[config.mk]
export PLATFORM = sky130hd
export DESIGN_NAME = pattern_scan_ctrl
export DESIGN_NICKNAME = d
export VERILOG_FILES = /design/src/rtl/pattern_scan_pkg.sv /design/src/rtl/pat_window_det.sv /design/src/rtl/pattern_scan_ctrl.sv
export SDC_FILE = /design/constraint.sdc
export NUM_CORES = 1
export LEC_CHECK = 0
export CORE_MARGIN = 5
export CORE_UTILIZATION = 47
export CTS_BUF_LIST = sky130_fd_sc_hd__clkbuf_2
export CTS_CLUSTER_DIAMETER = 120
export DETAILED_ROUTE_END_ITERATION = 10
export DONT_BUFFER_PORTS = 1
export HOLD_SLACK_MARGIN = 0.12
export PLACE_DENSITY_LB_ADDON = 0.25
export SLEW_MARGIN = 20
export SYNTH_ARGS = -nofsm -noshare
export SYNTH_HDL_FRONTEND = slang
export SYNTH_SLANG_ARGS = --single-unit
[constraint.sdc]
create_clock -name clk -period 1.42 [get_ports clk]
set_input_delay 0.355 -clock clk [delete_from_list [all_inputs] [get_ports clk]]
set_output_delay 0.355 -clock clk [all_outputs]
set_load 0.05 [all_outputs]
[src/rtl/pattern_scan_pkg.sv]
// Shared types and default parameters for the serial pattern scanner.
package pattern_scan_pkg;

  localparam int unsigned DEF_WORD_W  = 32;
  localparam int unsigned DEF_PAT_LEN = 3;
  localparam logic [2:0]  DEF_PATTERN = 3'b110;
  localparam int unsigned DEF_CNT_W   = 6;

  typedef enum logic [1:0] {
    IDLE,
    SHIFT,
    DONE
  } scan_state_e;

endpackage

[src/rtl/pat_window_det.sv]
// Sliding PAT_LEN-bit window with a seen-bit counter; flags a match on the shift
// that completes PATTERN once enough bits of the current word have arrived.
module pat_window_det
  import pattern_scan_pkg::*;
#(
  parameter int unsigned          PAT_LEN = DEF_PAT_LEN,
  parameter logic [PAT_LEN-1:0]   PATTERN = PAT_LEN'(DEF_PATTERN)
) (
  input  logic clk,
  input  logic rstn,
  input  logic clr,
  input  logic shift_en,
  input  logic bit_in,
  output logic hit
);

  localparam int unsigned SEEN_W = $clog2(PAT_LEN + 1);

  logic [PAT_LEN-1:0] win_q;
  logic [PAT_LEN-1:0] win_d;
  logic [SEEN_W-1:0]  seen_q;
  logic               full;

  // Truncating cast keeps this valid for PAT_LEN == 1.
  always_comb begin
    win_d = PAT_LEN'({win_q, bit_in});
    full  = (seen_q >= SEEN_W'(PAT_LEN - 1));
    hit   = shift_en && full && (win_d == PATTERN);
  end

  always_ff @(posedge clk or negedge rstn) begin
    if (!rstn) begin
      win_q  <= '0;
      seen_q <= '0;
    end else if (clr) begin
      win_q  <= '0;
      seen_q <= '0;
    end else if (shift_en) begin
      win_q <= win_d;
      if (seen_q != SEEN_W'(PAT_LEN))
        seen_q <= seen_q + SEEN_W'(1);
    end
  end

endmodule

[src/rtl/pattern_scan_ctrl.sv]
// Accepts a parallel word, serialises it MSB first through the pattern window
// and reports per-bit hits plus a saturating per-word match count.
module pattern_scan_ctrl
  import pattern_scan_pkg::*;
#(
  parameter int unsigned        WORD_W  = DEF_WORD_W,
  parameter int unsigned        PAT_LEN = DEF_PAT_LEN,
  parameter logic [PAT_LEN-1:0] PATTERN = PAT_LEN'(DEF_PATTERN),
  parameter int unsigned        CNT_W   = DEF_CNT_W
) (
  input  logic              clk,
  input  logic              rstn,
  input  logic [WORD_W-1:0] word_in,
  input  logic              word_valid,
  output logic              word_ready,
  output logic              ser_bit,
  output logic              det_hit,
  output logic [CNT_W-1:0]  match_cnt,
  output logic              busy,
  output logic              done
);

  localparam int unsigned IDX_W = $clog2(WORD_W + 1);

  scan_state_e       state_q;
  scan_state_e       state_d;
  logic              live_q;
  logic [WORD_W-1:0] word_q;
  logic [IDX_W-1:0]  idx_q;
  logic [CNT_W-1:0]  cnt_q;
  logic              hit_q;
  logic              xfer;
  logic              shift_en;
  logic              hit;

  always_comb begin
    state_d    = state_q;
    word_ready = 1'b0;
    busy       = 1'b0;
    done       = 1'b0;
    ser_bit    = 1'b0;
    xfer       = 1'b0;
    shift_en   = 1'b0;
    case (state_q)
      IDLE: begin
        // live_q holds ready low until the first edge after reset release.
        word_ready = live_q;
        xfer       = word_valid && live_q;
        if (xfer)
          state_d = SHIFT;
      end
      SHIFT: begin
        busy     = 1'b1;
        shift_en = 1'b1;
        ser_bit  = word_q[WORD_W-1];
        if (idx_q == IDX_W'(WORD_W - 1))
          state_d = DONE;
      end
      DONE: begin
        busy    = 1'b1;
        done    = 1'b1;
        state_d = IDLE;
      end
      default: state_d = IDLE;
    endcase
  end

  always_ff @(posedge clk or negedge rstn) begin
    if (!rstn) begin
      state_q <= IDLE;
      live_q  <= 1'b0;
    end else begin
      state_q <= state_d;
      live_q  <= 1'b1;
    end
  end

  always_ff @(posedge clk or negedge rstn) begin
    if (!rstn) begin
      word_q <= '0;
      idx_q  <= '0;
      cnt_q  <= '0;
      hit_q  <= 1'b0;
    end else begin
      hit_q <= hit;
      if (xfer) begin
        word_q <= word_in;
        idx_q  <= '0;
        cnt_q  <= '0;
      end else if (shift_en) begin
        word_q <= word_q << 1;
        idx_q  <= idx_q + IDX_W'(1);
        if (hit && (cnt_q != '1))
          cnt_q <= cnt_q + CNT_W'(1);
      end
    end
  end

  pat_window_det #(
    .PAT_LEN (PAT_LEN),
    .PATTERN (PATTERN)
  ) u_det (
    .clk      (clk),
    .rstn     (rstn),
    .clr      (xfer),
    .shift_en (shift_en),
    .bit_in   (word_q[WORD_W-1]),
    .hit      (hit)
  );

  assign det_hit   = hit_q;
  assign match_cnt = cnt_q;

endmodule
==> out/qor.csv, run 1 <==
metric;value;unit
status;complete, but fails checks;
failing checks;negative setup slack;
Filler Cell Count;170;
top-count cell post-synth;dfrtp_1;
Total Power;7.874;mW
R2R cell count;8;
GRT Util Overall;23.03;%
Setup crit end;ser_bit;
PwrDens;1681;nW/um^2
Routed Antenna Nets;0;
H-tree Lvls;2;
post-route DRC violation count;0;
post-synth top area share;51.03;%
dpl ws;-0.1373;ns
initial antenna violation count;0;
Std-Cell Rows;26;
Post-Syn Nets;290;
leading area contributor after synthesis;dfrtp_1;
Die H;83.66;um
starting density of the core;49.30;%
flops & latches, synth;52;
Via density;5.889;
Post-DP HPWL;3398;um
Startpoint Class;flip-flop;
top sig layer;met4;
clock buffer depth;2;
Clock Pin Slew Worst Setup and Hold Paths;0.29;ns
Least-Margin Pin Slew;0.4923;ns
average instance area after synthesis;10.28;um^2
later-pin clock latency in the skew report;0.49;ns
DR WL met2;5357;um
Syn Inst Count;248;
routability congestion estimate;0.7536;
Synth cell types;34;
number of buffers created by CTS;5;
Final Non-Filler Cells;414;
Setup crit start;state_q[1];
Area contributors post-synth;dfrtp_1, mux2i_1, o21ai_1;
FFs w/ async S/R, synth;100.0;%
max frequency;0.5245;GHz
reg-to-reg startpoint;state_q[1];
CTS root buf;clkbuf_2;
Slew headroom;66.83;%
Finish-stage setup viols;61;
final worst path period need;1.906;ns
Main synth FF type;dfrtp_1;
WL/cell;24.21;um
RSZ-0062 raised after global routing;true;
total grt overflow;0;
WL final;10020;um
P&R area growth vs syn;83.66;%
Post-synth top cells;dfrtp_1, nand2_1, mux2i_1;
Initial DRC Count;141;
reg2reg end;word_q[27];
placed insts;334;
Tightest Hold Check Type;in -> reg;
Setup crit end kind;output pin;
WS Path Type;reg -> out;
core area;5172;um^2
I/O pins;46;
final clock skew;0.02607;ns
via count;2438;
R2R setup slack;-0.45;ns
Seq/Total Area, Yosys;51.03;%
clock sinks;52;
slowest cell delay on critical path;0.48;ns
max-slew violation total from the final report;0;
leakage power;2.091;nW
setup ws final;-0.4865;ns
Die Area;6998;um^2
CP required;1.07;ns
share of layout cells above drive strength 1;55.52;%
slowest CP cell;dfrtp_1;
WL met1;3725;um
nets;385;
met3 routed WL;548;um
global-route wire length before repair;12960;um
port bufs;0;
Syn. warnings;0;
Max Cap Viol;0;
Final Hold Viols;0;
CTS tree;built;
critical path cell sequence;inv_2 -> ha_4 -> and2_4 -> buf_12;
EDFF count, synth;0;
fin crit share;134.3;%
Min Hold Slack;0.1641;ns
drt pass-1 iters;4;
number of global-route vias before repair;2529;
cell area after synthesis;2550;um^2
n_diodes;0;
VDD IR max;0.001248;V
Max FO, Critical Path;2;
Die Wd;83.66;um
largest net degree at the start of global routing;53;
Worst Path Arrival;1.55;ns
[per-stage QoR]
| step | instance area, um^2 | setup TNS (ns) | util [%] |
|---|---|---|---|
| after floorplan | 2577 | -0.08507 | - |
| after global placement | 2907 | -0.3966 | 56.19 |
| after detailed placement | 2907 | -1.466 | 56.19 |
| after CTS | 4233 | -12.34 | 81.83 |
| after global routing | 4683 | -20.08 | 90.54 |
| final | 4683 | -17.69 | 90.54 |
[worst min-delay path by stage]
stage                           from           end  slack [ns]  cells after the start
final                     word_valid  match_cnt[1]        0.16                      3
after global routing      word_valid  match_cnt[0]        0.18                      3
after CTS                 word_valid    state_q[1]        0.16                      2
after detailed placement        rstn        live_q        0.06                      0
after global placement          rstn        live_q        0.06                      0
after floorplan                 rstn       det_hit        0.06                      0
[worst max-delay path, delay by kind of cell (launching register included)]
kind                     cells  cell delay [ns]
adder cells (fa/ha/maj)      1             0.16
buffers and inverters        2             0.26
flip-flops                   1             0.48
AND/OR/NAND/NOR              1             0.17
[sequential cells by signal (all words and copies together), names as in the netlist]
| register | count |
|---|---|
| u_det.win_q | 2 |
| state_q | 2 |
| det_hit | 1 |
| idx_q | 6 |
| u_det.seen_q | 2 |
| match_cnt | 6 |
| live_q | 1 |
| word_q | 32 |
[cell families after synthesis]
logic type               Yosys count  share of synthesized area (%)
adder cells (fa/ha/maj)            7                          3.435
XOR/XNOR                           4                          1.374
AND/OR/NAND/NOR                   76                          14.67
AO/OA/AOI/OAI                     51                          11.29
other                              1                         0.1471
flip-flops                        52                          51.03
multiplexers                      37                          14.52
buffers and inverters             20                          3.533
[where the power goes]
group	total, mW	switching [mW]	internal, mW	leakage (nW)
Sequential	2.62	0.591	2.03	0.654
Clock	0.832	0.531	0.301	0.0430
Combinational	4.42	2.07	2.35	1.39
Total	7.87	3.20	4.68	2.09
[routing by layer]
layer  GRT usage (%)  vias up
met4           5.556        0
met2           42.88      102
li1                -     1055
met1           26.92     1249
met3           4.640       32
met5               0        -
[layout make-up]
type | count | area, um^2 | share of cell area [%]
clock buffer | 6 | 30.03 | 0.6412
multi-input combinational | 176 | 1829 | 39.06
sequential | 52 | 1310 | 27.97
inverter | 7 | 28.78 | 0.6145
tap | 70 | 87.58 | 1.870
clock inverter | 2 | 35.03 | 0.7481
timing repair buffer | 101 | 1363 | 29.09
[cell usage in the layout, fill, tap and decap left out, types with 7 or more instances in the layout]
master,n
dfrtp_2,7
buf_12,12
dfrtp_1,45
o21ai_2,27
nand2_1,8
nand2_4,27
buf_6,17
mux2i_1,25
buf_4,18
dlygate4sd3_1,35
buf_16,12
[what timing repair did]
item	CTS	global route
hold buffers	35	1
setup buffers	19	8
hold endpoints to repair	85	1
pin swaps	31	26
setup endpoints to repair	50	61
cloned	13	1
resized for setup	109	99
No activity file was read; power rests on OpenSTA's default activity.
==> run 2: changes to the inputs <==
--- a/config.mk
+++ b/config.mk
@@ -5,8 +5,10 @@
 export SDC_FILE = /design/constraint.sdc
 export NUM_CORES = 1
 export LEC_CHECK = 0
+export CELL_PAD_IN_SITES_DETAIL_PLACEMENT = 1
+export CELL_PAD_IN_SITES_GLOBAL_PLACEMENT = 2
 export CORE_MARGIN = 5
-export CORE_UTILIZATION = 47
+export CORE_UTILIZATION = 37
 export CTS_BUF_LIST = sky130_fd_sc_hd__clkbuf_2
 export CTS_CLUSTER_DIAMETER = 120
 export DETAILED_ROUTE_END_ITERATION = 10
==> out/qor.csv, run 2 (synthesis gave the netlist of run 1 again) <==
metric;value;unit;change
status;complete, but fails checks;;
failing checks;negative setup slack;;
final worst path period need;1.801;ns;-0.1056 ns
share of layout cells above drive strength 1;52.20;%;-3.3 points
Startpoint Class;flip-flop;;
Setup crit end kind;output pin;;
Tightest Hold Check Type;in -> reg;;
number of buffers created by CTS;5;;unchanged
Finish-stage setup viols;59;;-3.3%
placed cell area;2879;um^2;-0.95%
GRT Util Overall;20.05;%;-3.0 points
fin crit share;126.8;%;-7.4 points
P&R area growth vs syn;78.02;%;
max-slew violation total from the final report;0;;unchanged
via count;2311;;-5.2%
most frequent cells in the layout;dfrtp_1, dlygate4sd3_1, mux2i_1;;
H-tree Lvls;2;;unchanged
Initial DRC Count;80;;-43%
I/O pins;46;;unchanged
Final Hold Viols;0;;unchanged
RSZ-0062 raised after global routing;true;;
most common cell after layout, fill and taps aside;dfrtp_1;;
Std-Cell Rows;30;;+15%
Die Wd;93.02;um;+11%
largest net degree at the start of global routing;53;;unchanged
global routing's busiest layer;met2;;
Max FO, Critical Path;2;;unchanged
GR met3 Demand/Resource;3.138;%;-1.5 points
later-pin clock latency in the skew report;0.44;ns;-0.05 ns
Die Area;8652;um^2;+24%
starting density of the core;37.74;%;-12 points
WL final;9538;um;-4.8%
WS Path Type;reg -> out;;
Largest Register;word_q;;
Worst Path Arrival;1.45;ns;-0.10 ns
VDD IR max;0.0009514;V;-24%
grt met1 use;24.00;%;-2.9 points
clock buffer depth;2;;unchanged
number of global-route vias before repair;2568;;+1.5%
port bufs;0;;unchanged
initial antenna violation count;0;;unchanged
global-route wire length before repair;13520;um;+4.3%
R2R cell count;10;;+2
nets;382;;-0.78%
CTS root buf;clkbuf_2;;
Final Non-Filler Cells;421;;+1.7%
WL/cell;22.66;um;-6.4%
Via density;5.489;;-6.8%
core area;6756;um^2;+31%
Clock Pin Slew Worst Setup and Hold Paths;0.27;ns;-0.02 ns
Min Hold Slack;0.2209;ns;+0.05680 ns
Max Cap Viol;0;;unchanged
hold path depth;2;;-1
Post-DP HPWL;3803;um;+12%
Die H;93.02;um;+11%
max reg flops;32;;unchanged
post-route DRC violation count;0;;unchanged
routing usage on met2;37.91;%;-5.0 points
dpl ws;-0.2034;ns;-0.06613 ns
PwrDens;1680;nW/um^2;about the same
final instance area;4539;um^2;-3.1%
total grt overflow;0;;unchanged
max frequency;0.5553;GHz;+5.9%
routability congestion estimate;0.7226;;-4.1%
n_diodes;0;;unchanged
clock sinks;52;;unchanged
CTS tree;built;;
Routed Antenna Nets;0;;unchanged
drt pass-1 iters;4;;unchanged
placed insts;342;;+2.4%
setup ws final;-0.3809;ns;+0.1056 ns
CP required;1.07;ns;about the same
leakage power;2.005;nW;-4.1%
final clock skew;0.02933;ns;+0.003257 ns
Final Util;67.19;%;-23 points
==> run 2: cell count changes in the layout (fill, tap and decap cells not counted), sizes merged <==
cell / before / now
buf: 65 / 64
clkbuf: 7 / 6
dlygate4sd3: 35 / 34
==> run 2: worst paths after layout <==
| path | from | to | slack (ns) |
|---|---|---|---|
| setup / recovery | state_q[1] | busy | -0.38 |
| hold / removal | word_valid | state_q[0] | 0.22 |
| setup reg to reg | state_q[1] | word_q[10] | -0.37 |
| hold reg to reg | word_q[0] | word_q[0] | 0.57 |
| max in group asynchronous | rstn | match_cnt[0] | 0.76 |
| min in group asynchronous | rstn | idx_q[3] | 0.38 |
==> run 2: routing by layer <==
metal  wire length, um  vias up
met1              3860     1198
met3               260       16
met2              5188       50
met4               229        0
li1                  -     1047
met5                 0        -
==> run 2: worst max-delay path: stages (launching register included) <==
cell,delay [ns]
dfrtp_1,0.44
inv_2,0.07
buf_6,0.12
ha_4,0.26
buf_12,0.12
==> run 2: what timing repair did <==
action | 4_1_cts | 5_1_grt
buffers inserted | 20 | 8
hold buffers | 34 | 1
gates cloned | 13 | 0
resized for setup | 107 | 73
pin swaps | 17 | 35
hold endpoints to repair | 84 | 1
setup endpoints to repair | 60 | 60
==> run 2: power by group <==
part	leakage, nW	internal (mW)	switching (mW)
clock	0.0430	0.302	0.497
sequential	0.656	2.02	0.517
combinational	1.31	2.29	2.00
total	2.00	4.61	3.02
==> run 2: layout make-up <==
class / instances / area [um^2]
fillers: 622 / 2217
flip-flops and latches: 52 / 1308
repair buffers: 98 / 1272
well taps: 80 / 100.1
multi-input cells: 176 / 1768
clock buffers: 6 / 30.03
inverters: 7 / 26.28
clock inverters: 2 / 35.03
==> run 2: through the flow <==
step / power [mW] / setup TNS [ns]
final: 7.628 / -13.00
after global routing: 8.012 / -16.97
after CTS: 6.658 / -10.52
after detailed placement: 4.500 / -5.587
after global placement: 4.416 / -2.665
after floorplan: 3.848 / -0.08507
